File: src/rtl/memory_access_stage.sv
// RV64 MEM stage: loads/stores through a valid/ready dcache port,
// fixed 2-cycle pass-through for non-memory instructions.
package memory_access_pkg;
   typedef struct packed {
      logic [6:0]  opcode;
      logic [31:0] instruction;
      logic [63:0] pc;
   } control_signals_struct;
endpackage

module memory_access_stage
   import memory_access_pkg::*;
#(
   parameter int ADDR_WIDTH = 64,
   parameter int DATA_WIDTH = 64
) (
   input  logic                  clk,
   input  logic                  reset,
   input  logic                  memory_enable,
   input  logic [63:0]           alu_data_in,
   input  logic [63:0]           reg_b_contents,
   input  control_signals_struct control_signals,
   output logic                  dcache_req_valid,
   input  logic                  dcache_req_ready,
   output logic [ADDR_WIDTH-1:0] dcache_req_addr,
   output logic                  dcache_req_write,
   output logic [DATA_WIDTH-1:0] dcache_req_wdata,
   output logic [7:0]            dcache_req_wstrb,
   input  logic                  dcache_resp_valid,
   input  logic [DATA_WIDTH-1:0] dcache_resp_rdata,
   output logic [63:0]           wb_data_out,
   output control_signals_struct control_signals_out,
   output logic                  misaligned_out,
   output logic                  memory_busy,
   output logic                  memory_done
);

   localparam logic [6:0] OP_LOAD  = 7'b0000011;
   localparam logic [6:0] OP_STORE = 7'b0100011;
   localparam logic [6:0] OP_JAL   = 7'b1101111;
   localparam logic [6:0] OP_JALR  = 7'b1100111;

   typedef enum logic [1:0] {IDLE, REQ, WAIT_RESP, DONE} state_t;

   state_t                state_q, state_d;
   logic [63:0]           addr_q, addr_d;
   logic [63:0]           rs2_q, rs2_d;
   control_signals_struct ctrl_q, ctrl_d;
   logic [63:0]           wb_q, wb_d;
   logic                  mis_q, mis_d;
   control_signals_struct ctrl_out_q, ctrl_out_d;

   logic [2:0]  in_f3, q_f3;
   logic        in_load, in_store, in_mem;
   logic        in_aligned, in_illegal, in_mis;
   logic        q_store, is_req;
   logic [5:0]  sh;
   logic [63:0] r, load_val;
   logic [7:0]  strb_base;

   assign in_f3    = control_signals.instruction[14:12];
   assign in_load  = control_signals.opcode == OP_LOAD;
   assign in_store = control_signals.opcode == OP_STORE;
   assign in_mem   = in_load | in_store;

   always_comb begin
      in_aligned = 1'b1;
      unique case (in_f3[1:0])
         2'b00: in_aligned = 1'b1;
         2'b01: in_aligned = ~alu_data_in[0];
         2'b10: in_aligned = alu_data_in[1:0] == 2'b00;
         2'b11: in_aligned = alu_data_in[2:0] == 3'b000;
      endcase
   end

   // loads have unsigned variants; stores only use funct3 000..011
   assign in_illegal = in_load ? (in_f3 == 3'b111) : in_f3[2];
   assign in_mis     = in_mem & (~in_aligned | in_illegal);

   assign q_f3    = ctrl_q.instruction[14:12];
   assign q_store = ctrl_q.opcode == OP_STORE;
   assign sh      = {addr_q[2:0], 3'b000};
   assign r       = dcache_resp_rdata >> sh;
   assign is_req  = state_q == REQ;

   always_comb begin
      load_val = r;
      unique case (q_f3)
         3'b000:  load_val = {{56{r[7]}}, r[7:0]};
         3'b001:  load_val = {{48{r[15]}}, r[15:0]};
         3'b010:  load_val = {{32{r[31]}}, r[31:0]};
         3'b011:  load_val = r;
         3'b100:  load_val = {56'b0, r[7:0]};
         3'b101:  load_val = {48'b0, r[15:0]};
         3'b110:  load_val = {32'b0, r[31:0]};
         default: load_val = 64'b0;
      endcase
   end

   always_comb begin
      strb_base = 8'h00;
      unique case (q_f3[1:0])
         2'b00: strb_base = 8'h01;
         2'b01: strb_base = 8'h03;
         2'b10: strb_base = 8'h0F;
         2'b11: strb_base = 8'hFF;
      endcase
   end

   always_comb begin
      state_d    = state_q;
      addr_d     = addr_q;
      rs2_d      = rs2_q;
      ctrl_d     = ctrl_q;
      wb_d       = wb_q;
      mis_d      = mis_q;
      ctrl_out_d = ctrl_out_q;
      unique case (state_q)
         IDLE: begin
            if (memory_enable) begin
               addr_d = alu_data_in;
               rs2_d  = reg_b_contents;
               ctrl_d = control_signals;
               if (in_mem && !in_mis) begin
                  state_d = REQ;
               end else begin
                  state_d    = DONE;
                  mis_d      = in_mis;
                  ctrl_out_d = control_signals;
                  if (in_mem)
                     wb_d = 64'b0;
                  else if (control_signals.opcode == OP_JAL ||
                           control_signals.opcode == OP_JALR)
                     wb_d = control_signals.pc + 64'd4;
                  else
                     wb_d = alu_data_in;
               end
            end
         end
         REQ: begin
            if (dcache_req_ready) state_d = WAIT_RESP;
         end
         WAIT_RESP: begin
            if (dcache_resp_valid) begin
               state_d    = DONE;
               mis_d      = 1'b0;
               ctrl_out_d = ctrl_q;
               wb_d       = q_store ? 64'b0 : load_val;
            end
         end
         DONE: state_d = IDLE;
      endcase
   end

   always_ff @(posedge clk) begin
      if (reset) begin
         state_q    <= IDLE;
         addr_q     <= '0;
         rs2_q      <= '0;
         ctrl_q     <= '0;
         wb_q       <= '0;
         mis_q      <= 1'b0;
         ctrl_out_q <= '0;
      end else begin
         state_q    <= state_d;
         addr_q     <= addr_d;
         rs2_q      <= rs2_d;
         ctrl_q     <= ctrl_d;
         wb_q       <= wb_d;
         mis_q      <= mis_d;
         ctrl_out_q <= ctrl_out_d;
      end
   end

   assign dcache_req_valid    = is_req;
   assign dcache_req_addr     = is_req ? {addr_q[ADDR_WIDTH-1:3], 3'b000} : '0;
   assign dcache_req_write    = is_req & q_store;
   assign dcache_req_wdata    = (is_req && q_store) ? rs2_q << sh : '0;
   assign dcache_req_wstrb    = (is_req && q_store) ? strb_base << addr_q[2:0] : 8'h00;
   assign wb_data_out         = wb_q;
   assign misaligned_out      = mis_q;
   assign control_signals_out = ctrl_out_q;
   assign memory_busy         = state_q != IDLE;
   assign memory_done         = state_q == DONE;

endmodule

File: config.mk
export PLATFORM = sky130hd
export DESIGN_NAME = memory_access_stage
export DESIGN_NICKNAME = d
export VERILOG_FILES = /design/src/rtl/memory_access_stage.sv
export SDC_FILE = /design/constraint.sdc
export NUM_CORES = 1
export LEC_CHECK = 0
export ABC_AREA = 1
export BUFFER_PORTS_ARGS = -buffer_cell sky130_fd_sc_hd__buf_4
export CAP_MARGIN = 20
export CORE_ASPECT_RATIO = 0.6
export CORE_MARGIN = 4
export CORE_UTILIZATION = 50
export DETAILED_ROUTE_END_ITERATION = 8
export PLACE_DENSITY = 0.76
export SYNTH_ARGS = -nofsm -noshare
export SYNTH_HDL_FRONTEND = slang
export SYNTH_SLANG_ARGS = --single-unit
File: constraint.sdc
create_clock -name clk -period 5.56 [get_ports clk]
set_input_delay 0.278 -clock clk [delete_from_list [all_inputs] [get_ports clk]]
set_output_delay 0.278 -clock clk [all_outputs]
set_load 0.01 [all_outputs]
==> results.json <==
{
  "die_y_um": 174,
  "root_buffer": "clkbuf_16",
  "synth_top_cell_area_share": 0.348,
  "initial_core_util": 0.510,
  "ir_drop_uv": 370,
  "path_max_fanout": 58,
  "outcome": "finished, final reports clean",
  "pwr-share-seq": 0.314,
  "worst-endpoint-arrival_ns": 3.31,
  "cp-end-kind": "primary output",
  "cts.sinks": 401,
  "antenna_found_initial": 4,
  "holdWs_ns": 0.00628,
  "synth_edf_count": 0,
  "clkLatencyLatePin_ns": 0.56,
  "drcViolationCount": 0,
  "wl_per_cell_um": 22.1,
  "min_period_ns": 3.59,
  "switching_power_mw": 6.44,
  "swShare": 0.452,
  "htreeDepth": 2,
  "gp_congestion": 1.09,
  "ys_seq_elements": 401,
  "syn_area_mm2": 0.0231,
  "drt-initial-drc-count": 4113,
  "rows": 60,
  "grt_start_max_net_pins": 190,
  "nNetsFinal": 4557,
  "netlist-cell-type-count": 43,
  "cts_resized": 0,
  "ant_nets": 0,
  "tightest_slew_ns": 1.15,
  "synth_common_cells": "nand2_1 (811), nor2_1 (679), o21ai_0 (565), dfxtp_1 (401), inv_1 (298)",
  "postSynthAreaPerCell_um2": 6.17,
  "grt_overflow": 0,
  "rsz0062_at_grt": "no",
  "area_delta_synth_final_pct": 29.6,
  "vias_per_cell": 5.74,
  "cts_max_path_buffers": 3,
  "slew_headroom": 0.224,
  "power_leakage_nw": 13.9,
  "drv_cap": 0,
  "worstSetupPathType": "flip-flop to primary output",
  "synth_area_leader_cell": "dfxtp_1",
  "grt_pass1_vias": 25100,
  "combinationalPowerShare": 0.476,
  "p_clk_frac": 0.210,
  "wirelength_um": 108000,
  "timing.final.crit_share": 0.646,
  "grt_usage": 0.410,
  "grt_pass1_wl_um": 158000,
  "io_pins": 608,
  "required_ns": 5.28,
  "post_cts_buffers": 0,
  "num_vias": 28200,
  "drtPass1Iterations": 8,
  "ys_async_sr_fraction": 0,
  "core_area_mm2": 0.0452,
  "seq_area_frac_synth": 0.348,
  "fmax_mhz": 279,
  "power.density_mw_per_mm2": 477,
  "yosys_warnings": 0,
  "hold_class": "primary input to flip-flop",
  "die_w_um": 285,
  "setup_viol": 0,
  "hpwl_um": 80900,
  "slew_viol_final": 0,
  "cts-buffers-inserted": 40,
  "ys.flop_type": "dfxtp_1",
  "tritoncts": "built",
  "hold_viol_final": 0,
  "yosys-top-cells-area": "dfxtp_1 (35%), nand2_1 (13%), o21ai_0 (12%)",
  "portBuffers": 604,
  "drive_gt1_frac": 0.175,
  "synth_cells": 3735,
  "startpoint_type": "flip-flop",
  "tns_ns": 0,
  "yosysMostFrequentCell": "nand2_1",
  "path_clk_slew_ns": 0.07,
  "fin_skew_ns": 0.0132,
  "die_area_mm2": 0.0497,
  "intPower_mw": 7.81
}
final timing paths:
kind,start,end,slack (ns),cells past startpoint
min,reg_b_contents[49],rs2_q[49],0.006,3
min reg2reg,control_signals_out[89],control_signals_out[89],0.47,2
max,addr_q[1],dcache_req_wdata[51],1.97,6
max reg2reg,addr_q[1],wb_data_out[24],2.34,13
flip-flops by register name, summed over array words and instances, names as in the netlist:
register / flops
control_signals_out: 103
misaligned_out: 1
ctrl_q: 103
rs2_q: 64
state_q: 2
addr_q: 64
wb_data_out: 64
area by class of cell:
type / count / area, um^2
antenna: 3 / 7.51
clock inverter: 18 / 290
clock buffer: 53 / 1110
fill: 4183 / 15300
sequential: 401 / 8030
timing repair buffer: 737 / 5830
tap: 620 / 776
inverter: 312 / 1190
multi-input combinational: 2759 / 12600
kinds of logic after synthesis:
family          synth area share
simple gates               0.302
compound gates             0.230
buf+inv                    0.105
flops                      0.348
mux                      0.00868
xor+xnor                 0.00304
fa+ha+maj                0.00326
other cells             0.000163
stage by stage:
stage          total power, mW  std cells  setup WS, ns   util  instance area, um^2
6_report                  14.3       4903          1.97  0.661                29900
5_1_grt                   15.1       4903          1.90  0.661                29900
4_1_cts                   14.0       4900          2.17  0.661                29900
3_5_place_dp              11.0       4727          2.47  0.607                27400
3_3_place_gp              10.9       4727          2.55  0.607                27400
2_1_floorplan             8.58       3737          3.41      -                23100
metal layers:
metal	GRT usage	wire, um
met4	0.154	4890
met2	0.569	43000
met1	0.599	46400
met5	0	13
met3	0.114	14100
power by group through the flow:
| stage | sequential [mW] | clock, mW | combinational [mW] |
|---|---|---|---|
| after global placement | 4.46 | 0 | 6.41 |
| after global routing | 4.55 | 3.10 | 7.42 |
| final | 4.47 | 2.99 | 6.79 |
| after floorplan | 4.46 | 0 | 4.12 |
| after CTS | 4.42 | 2.98 | 6.59 |
| after detailed placement | 4.46 | 0 | 6.49 |
placed cells by master (no fill, tap or decap), drive strengths merged, types with 9 or more instances in the layout:
cell type	instances
nand4	26
o211ai	27
a221oi	18
nor3	21
a211oi	12
clkbuf	53
dlygate4sd3	102
a21oi	266
dfxtp	401
clkinv	11
nand3	165
o21a	46
or2	10
o21ai	591
mux2i	20
nor2	687
buf	635
o22ai	9
inv	311
nand2	818
repair_timing:
action / 4_1_cts / 5_1_grt
endpoints found under the hold margin: 102 / 0
setup endpoints to repair: 0 / 0
hold buffers: 102 / 0
critical path: stages, from the launching register on:
cell,delay [ns]
dfxtp_2,0.31
buf_4,0.48
inv_4,0.39
nor2_4,0.60
a22oi_1,0.22
a221oi_1,0.48
buf_4,0.21
Power figures use the tool's default switching activity.
